`src/rtl/decimator_10x_pkg.sv`:
```
// Shared constants, FSM encoding and the default 20-tap Q1.9 lowpass ROM for decimator_10x.
package decimator_10x_pkg;

    localparam int SAMPLE_W     = 8;
    localparam int COEF_W       = 10;
    localparam int BUF_DEPTH    = 32;
    localparam int BUF_AW       = 5;
    localparam int ACC_W        = SAMPLE_W + COEF_W + 5;
    localparam int DEFAULT_TAPS = 20;

    typedef enum logic [1:0] {
        ST_IDLE  = 2'd0,
        ST_MAC   = 2'd1,
        ST_ROUND = 2'd2
    } state_e;

    // Symmetric lowpass, cutoff fs/20, taps sum to exactly 512 (unity DC gain at SHIFT=9).
    // Taps beyond the default length read as zero so TAPS up to 22 stays legal.
    function automatic logic signed [COEF_W-1:0] coef_rom(input logic [BUF_AW-1:0] k);
        logic signed [COEF_W-1:0] h;
        case (k)
            5'd0,  5'd19: h = 10'sd1;
            5'd1,  5'd18: h = 10'sd3;
            5'd2,  5'd17: h = 10'sd7;
            5'd3,  5'd16: h = 10'sd13;
            5'd4,  5'd15: h = 10'sd21;
            5'd5,  5'd14: h = 10'sd30;
            5'd6,  5'd13: h = 10'sd38;
            5'd7,  5'd12: h = 10'sd44;
            5'd8,  5'd11: h = 10'sd49;
            5'd9,  5'd10: h = 10'sd50;
            default:      h = 10'sd0;
        endcase
        return h;
    endfunction

endpackage

```
`src/rtl/decimator_10x_ring.sv`:
```
// 32x8 sample ring: register storage, wrapping write pointer, asynchronous read port.
// One write per wr_vld cycle; reads are combinational and never stall.
module sample_ring_32x8
    import decimator_10x_pkg::*;
(
    input  logic                clk,
    input  logic                rst,
    input  logic                wr_vld,
    input  logic [SAMPLE_W-1:0] wr_dat,
    input  logic [BUF_AW-1:0]   rd_addr,
    output logic [SAMPLE_W-1:0] rd_dat,
    output logic [BUF_AW-1:0]   wp
);

    logic [SAMPLE_W-1:0] mem_q [BUF_DEPTH];
    logic [SAMPLE_W-1:0] mem_d [BUF_DEPTH];
    logic [BUF_AW-1:0]   wp_q;
    logic [BUF_AW-1:0]   wp_d;

    always_comb begin
        mem_d = mem_q;
        wp_d  = wp_q;
        if (wr_vld) begin
            mem_d[wp_q] = wr_dat;
            wp_d        = wp_q + 5'd1;
        end
    end

    always_ff @(posedge clk or posedge rst) begin
        if (rst) begin
            wp_q <= '0;
            for (int i = 0; i < BUF_DEPTH; i++) begin
                mem_q[i] <= '0;
            end
        end else begin
            wp_q  <= wp_d;
            mem_q <= mem_d;
        end
    end

    assign rd_dat = mem_q[rd_addr];
    assign wp     = wp_q;

endmodule

```
`src/rtl/decimator_10x.sv`:
```
// 10x FIR decimator: one TAPS-cycle MAC pass per clk_en over the newest TAPS samples, then round/saturate.
// Latency clk_en->sample_valid is TAPS+2 cycles; no backpressure, a clk_en during a pass is dropped and sets overrun.
module decimator_10x
    import decimator_10x_pkg::*;
#(
    parameter int TAPS  = DEFAULT_TAPS,
    parameter int SHIFT = 9
) (
    input  logic                       clk,
    input  logic                       reset,
    input  logic                       clk_en,
    input  logic                       clk_en_10x,
    input  logic signed [SAMPLE_W-1:0] sample_x0,
    output logic signed [SAMPLE_W-1:0] sample_y0,
    output logic                       sample_valid,
    output logic                       overrun
);

    localparam int PROD_W = SAMPLE_W + COEF_W;
    localparam logic signed [ACC_W:0] RND_BIAS = (ACC_W + 1)'(2 ** (SHIFT - 1));
    localparam logic signed [ACC_W:0] Y_MAX    = (ACC_W + 1)'(127);
    localparam logic signed [ACC_W:0] Y_MIN    = (ACC_W + 1)'(-128);

    state_e                     state_q, state_d;
    logic [BUF_AW-1:0]          base_q, base_d;
    logic [BUF_AW-1:0]          k_q, k_d;
    logic signed [ACC_W-1:0]    acc_q, acc_d;
    logic signed [SAMPLE_W-1:0] y_q, y_d;
    logic                       vld_q, vld_d;
    logic                       ovr_q, ovr_d;

    logic [BUF_AW-1:0]          rd_addr;
    logic [SAMPLE_W-1:0]        rd_dat;
    logic [BUF_AW-1:0]          wp;
    logic signed [SAMPLE_W-1:0] rd_s;
    logic signed [COEF_W-1:0]   coef;
    logic signed [PROD_W-1:0]   prod;
    logic signed [ACC_W:0]      rnd;
    logic signed [ACC_W:0]      shf;
    logic signed [SAMPLE_W-1:0] sat_y;

    sample_ring_32x8 u_ring (
        .clk     (clk),
        .rst     (reset),
        .wr_vld  (clk_en_10x),
        .wr_dat  (sample_x0),
        .rd_addr (rd_addr),
        .rd_dat  (rd_dat),
        .wp      (wp)
    );

    // Tap k reads k samples back from the newest one; 5-bit subtraction wraps the ring.
    assign rd_addr = base_q - k_q;
    assign rd_s    = rd_dat;
    assign coef    = coef_rom(k_q);

    always_comb begin
        prod  = PROD_W'(rd_s) * PROD_W'(coef);
        rnd   = (ACC_W + 1)'(acc_q) + RND_BIAS;
        shf   = rnd >>> SHIFT;
        sat_y = shf[SAMPLE_W-1:0];
        if (shf > Y_MAX) begin
            sat_y = 8'sh7F;
        end else if (shf < Y_MIN) begin
            sat_y = 8'sh80;
        end
    end

    always_comb begin
        state_d = state_q;
        base_d  = base_q;
        k_d     = k_q;
        acc_d   = acc_q;
        y_d     = y_q;
        vld_d   = 1'b0;
        ovr_d   = ovr_q;
        case (state_q)
            ST_IDLE: begin
                if (clk_en) begin
                    state_d = ST_MAC;
                    // Without a same-cycle write the newest sample sits one slot behind wp.
                    base_d  = clk_en_10x ? wp : wp - 5'd1;
                    acc_d   = '0;
                    k_d     = '0;
                end
            end
            ST_MAC: begin
                acc_d = acc_q + ACC_W'(prod);
                k_d   = k_q + 5'd1;
                if (k_q == BUF_AW'(TAPS - 1)) begin
                    state_d = ST_ROUND;
                end
                if (clk_en) begin
                    ovr_d = 1'b1;
                end
            end
            ST_ROUND: begin
                y_d     = sat_y;
                vld_d   = 1'b1;
                state_d = ST_IDLE;
                if (clk_en) begin
                    ovr_d = 1'b1;
                end
            end
            default: begin
                state_d = ST_IDLE;
            end
        endcase
    end

    always_ff @(posedge clk or posedge reset) begin
        if (reset) begin
            state_q <= ST_IDLE;
            base_q  <= '0;
            k_q     <= '0;
            acc_q   <= '0;
            y_q     <= '0;
            vld_q   <= 1'b0;
            ovr_q   <= 1'b0;
        end else begin
            state_q <= state_d;
            base_q  <= base_d;
            k_q     <= k_d;
            acc_q   <= acc_d;
            y_q     <= y_d;
            vld_q   <= vld_d;
            ovr_q   <= ovr_d;
        end
    end

    assign sample_y0    = y_q;
    assign sample_valid = vld_q;
    assign overrun      = ovr_q;

endmodule

```
`config.mk`:
```
export PLATFORM = sky130hd
export DESIGN_NAME = decimator_10x
export DESIGN_NICKNAME = d
export VERILOG_FILES = /design/src/rtl/decimator_10x_pkg.sv /design/src/rtl/decimator_10x_ring.sv /design/src/rtl/decimator_10x.sv
export SDC_FILE = /design/constraint.sdc
export NUM_CORES = 1
export LEC_CHECK = 0
export CORE_MARGIN = 4
export CORE_UTILIZATION = 45
export CTS_CLUSTER_DIAMETER = 100
export CTS_CLUSTER_SIZE = 16
export DETAILED_ROUTE_END_ITERATION = 10
export HOLD_SLACK_MARGIN = 0.05
export SETUP_SLACK_MARGIN = 0.1
export SLEW_MARGIN = 20
export SYNTH_ARGS = -nofsm -noshare
export SYNTH_HDL_FRONTEND = slang
export SYNTH_SLANG_ARGS = --single-unit
```
`constraint.sdc`:
```
create_clock -name clk -period 13.7 [get_ports clk]
set_input_delay 2.74 -clock clk [delete_from_list [all_inputs] [get_ports clk]]
set_output_delay 2.74 -clock clk [all_outputs]
set_load 0.05 [all_outputs]
```
==> results.toml <==
[clock_tree]
ctsResizeCount = 0
ctsRootBufferMaster = "clkbuf_16"
hold_buffers = 0
h-tree-depth = 1
cts_setup_buffers = 0
cts_buffer_depth = 3
cts_buffers = 23
clk_latency_ns = 0.56
cts.reportedPaths.clkPinSlew_ns = 0.09
cts_sinks = 306
tritoncts = "done"

[synthesis]
ys_seq_elements = 306
syn_nets = 1473
syn-mean-instance-area_um2 = 12.80
ys.warnings.count = 0
synth_top_cell_by_area = "dfrtp_1"
netlist_area_mm2 = 0.01704
synth_edf_count = 0
synth_area_leaders = "dfrtp_1 45%, mux2_2 11%, mux4_2 8.3%, ha_1 6.7%, mux2_1 6.5%"
synthCells = 1332
synth_top_cell_area_share_pct = 44.93
async_flop_share_pct = 100.0
ys.flop_type = "dfrtp_1"
seq_area_frac_synth_pct = 44.93
synth.distinct_cells = 55

[place]
portBuffers = 21
gp_congestion = 0.8228
post-dp-hpwl_mm = 24.80

[die]
placement_rows = 71
dieHeight_um = 202.6
die_w_um = 202.6
die_area_mm2 = 0.04105
num_io_pins = 22
core_area_mm2 = 0.03749
initial_core_util_pct = 45.46

[outcome]
status = "complete, no violations"

[sta]
setup_viol = 0
drv_slew = 0
fin_tns_setup_ns = 0
finalClockSkew_ns = 0.01436
min_period_ns = 8.606
timing.final.crit_share_pct = 62.82
slew_headroom_pct = 29.21
fmax_ghz = 0.1162
worst_slew_pin_slew_ns = 1.062
rsz0062_at_grt = "no"
hold_viol_final = 0

[setup_path]
r2r_setup_slack_ns = 5.09
r2r-start = "k_q[0]"
r2r-end = "acc_q[22]"
start_kind = "flop"
slowest_delay_ns = 0.79
worstPathRequired_ns = 14.14
cpMostUsedCell = "fa_1"
arrival_ns = 9.05
cp-end-kind = "flop"
slowest_stage = "buf_4"
reg2regPathDepth = 24
critPathKind = "flop to flop"
critPathMaxFanout = 64
path_cells = "ha_4, fa_4, buf_4, mux4_2, mux4_2, mux2i_4, inv_2, nand2_1, fa_1, fa_1, inv_1, fa_1, fa_1, inv_1, fa_1, inv_1, ha_1, o21ai_1, a21oi_1, o21ai_1, o21ai_1, nor4_1, or3_1, a32o_1"
critPathTopFamily = "adder cells"
cp.buffers_inverters = 5

[global_route]
gr-total-overflow = 0
grt_pass1_wl_mm = 61.39
grt_pass1_vias = 10670
grt_max_degree = 129
antenna_found_initial = 0
grt_usage_pct = 18.68

[min_path]
worstHoldStart = "u_ring.mem_q[146]"
holdCritPathClass = "flop to flop"
min_to = "u_ring.mem_q[146]"
hold_depth = 1

[routing]
final_antenna_net_count = 0
firstDrtPassIters = 5
finalWirelength_mm = 37.25
drc = 0
wire_per_inst_um = 20.27
via_per_inst = 5.590
drt-initial-drc-count = 584
vias = 10275

[final_layout]
layout_commonest_cell = "dfrtp_1"
syn2layout_area_growth_pct = 7.928
antenna_cells = 0
layout_common_cells = "306 x dfrtp_1, 163 x mux2_2, 99 x mux2_1"
nets = 1466
drive_gt1_share_pct = 21.33

[flow_run]
timing.max_cap.violations = 0
## flip-flops by register name (all words and copies together), names as in the netlist, 2 cells and up
register and cells:
acc_q 23, base_q 5, k_q 5, sample_y0 8
state_q 2, u_ring.mem_q 256, u_ring.wp 5
## metal layers
layer / wire length (um) / vias up / global-route usage, %
met4: 637 / 0 / 3.346
li1: - / 4757 / -
met1: 17830 / 5359 / 27.37
met2: 17810 / 123 / 30.59
met5: 0 / - / 0
met3: 980 / 36 / 2.380
## worst register-to-register path, stage by stage, from the launching register on
cell	delay (ns)
dfrtp_1	0.47
ha_4	0.20
fa_4	0.74
buf_4	0.79
mux4_2	0.64
mux4_2	0.54
mux2i_4	0.34
inv_2	0.21
nand2_1	0.14
fa_1	0.43
fa_1	0.54
inv_1	0.05
fa_1	0.50
fa_1	0.55
inv_1	0.05
fa_1	0.49
inv_1	0.04
ha_1	0.32
o21ai_1	0.11
a21oi_1	0.25
o21ai_1	0.18
o21ai_1	0.21
nor4_1	0.08
or3_1	0.35
a32o_1	0.26
## cell usage after synthesis, types with 4 or more instances
library cell / n
o21ai_0: 15
a22o_1: 8
mux2_2: 163
nand2_1: 57
and2_1: 4
inv_2: 4
a21o_1: 7
o22a_1: 7
nor2b_1: 14
o21ai_1: 34
nor3_1: 4
fa_1: 38
xor2_1: 14
a211oi_1: 17
nand2b_1: 9
buf_1: 8
mux4_2: 63
nor3b_1: 5
xnor2_1: 26
buf_2: 9
ha_1: 91
mux2_1: 99
dfrtp_1: 306
or2_1: 7
nand3_1: 31
clkbuf_1: 50
inv_1: 79
nor2_1: 67
mux2i_1: 15
a21oi_1: 36
## layout make-up
type / count / area, um2
tap: 511 / 639.4
clock inverter: 3 / 36.28
clock buffer: 24 / 579.3
timing repair buffer: 36 / 312.8
fill: 3360 / 19090
sequential: 306 / 7657
inverter: 83 / 319.1
multi-input combinational: 875 / 8851
## worst max path at each step
stage	start	end	slack [ns]	depth (start not counted)
after floorplan	reset	acc_q[0]	2.50	1
after global placement	k_q[0]	acc_q[22]	5.24	24
after detailed placement	k_q[0]	acc_q[22]	5.04	24
after CTS	k_q[0]	acc_q[22]	5.00	24
after global routing	k_q[0]	acc_q[22]	4.66	24
final	k_q[0]	acc_q[22]	5.09	24
## cell families (layout without fill, tap and decap cells)
logic type,count (synthesis),count (layout),synth area share (%)
mux,344,344,27.11
flops,306,306,44.93
simple gates,216,216,5.910
buf+inv,151,146,3.436
compound gates,146,146,5.418
fa+ha+maj,129,129,11.14
xor+xnor,40,40,2.056
## metrics by stage
step	cell area (um2)	utilization (%)	hold WS, ns	instances	worst slack (ns)
2_1_floorplan	17040	-	0.4488	1332	2.501
5_1_grt	18400	49.07	0.4974	1838	4.662
3_3_place_gp	17790	47.45	0.4624	1811	5.236
6_report	18400	49.07	0.4818	1838	5.094
4_1_cts	18400	49.08	0.4840	1838	5.000
3_5_place_dp	17780	47.44	0.4674	1811	5.040
Power is left out: the tool's default activity adds up to more than one toggle a clock period on the data nets, which glitch-free logic cannot reach.
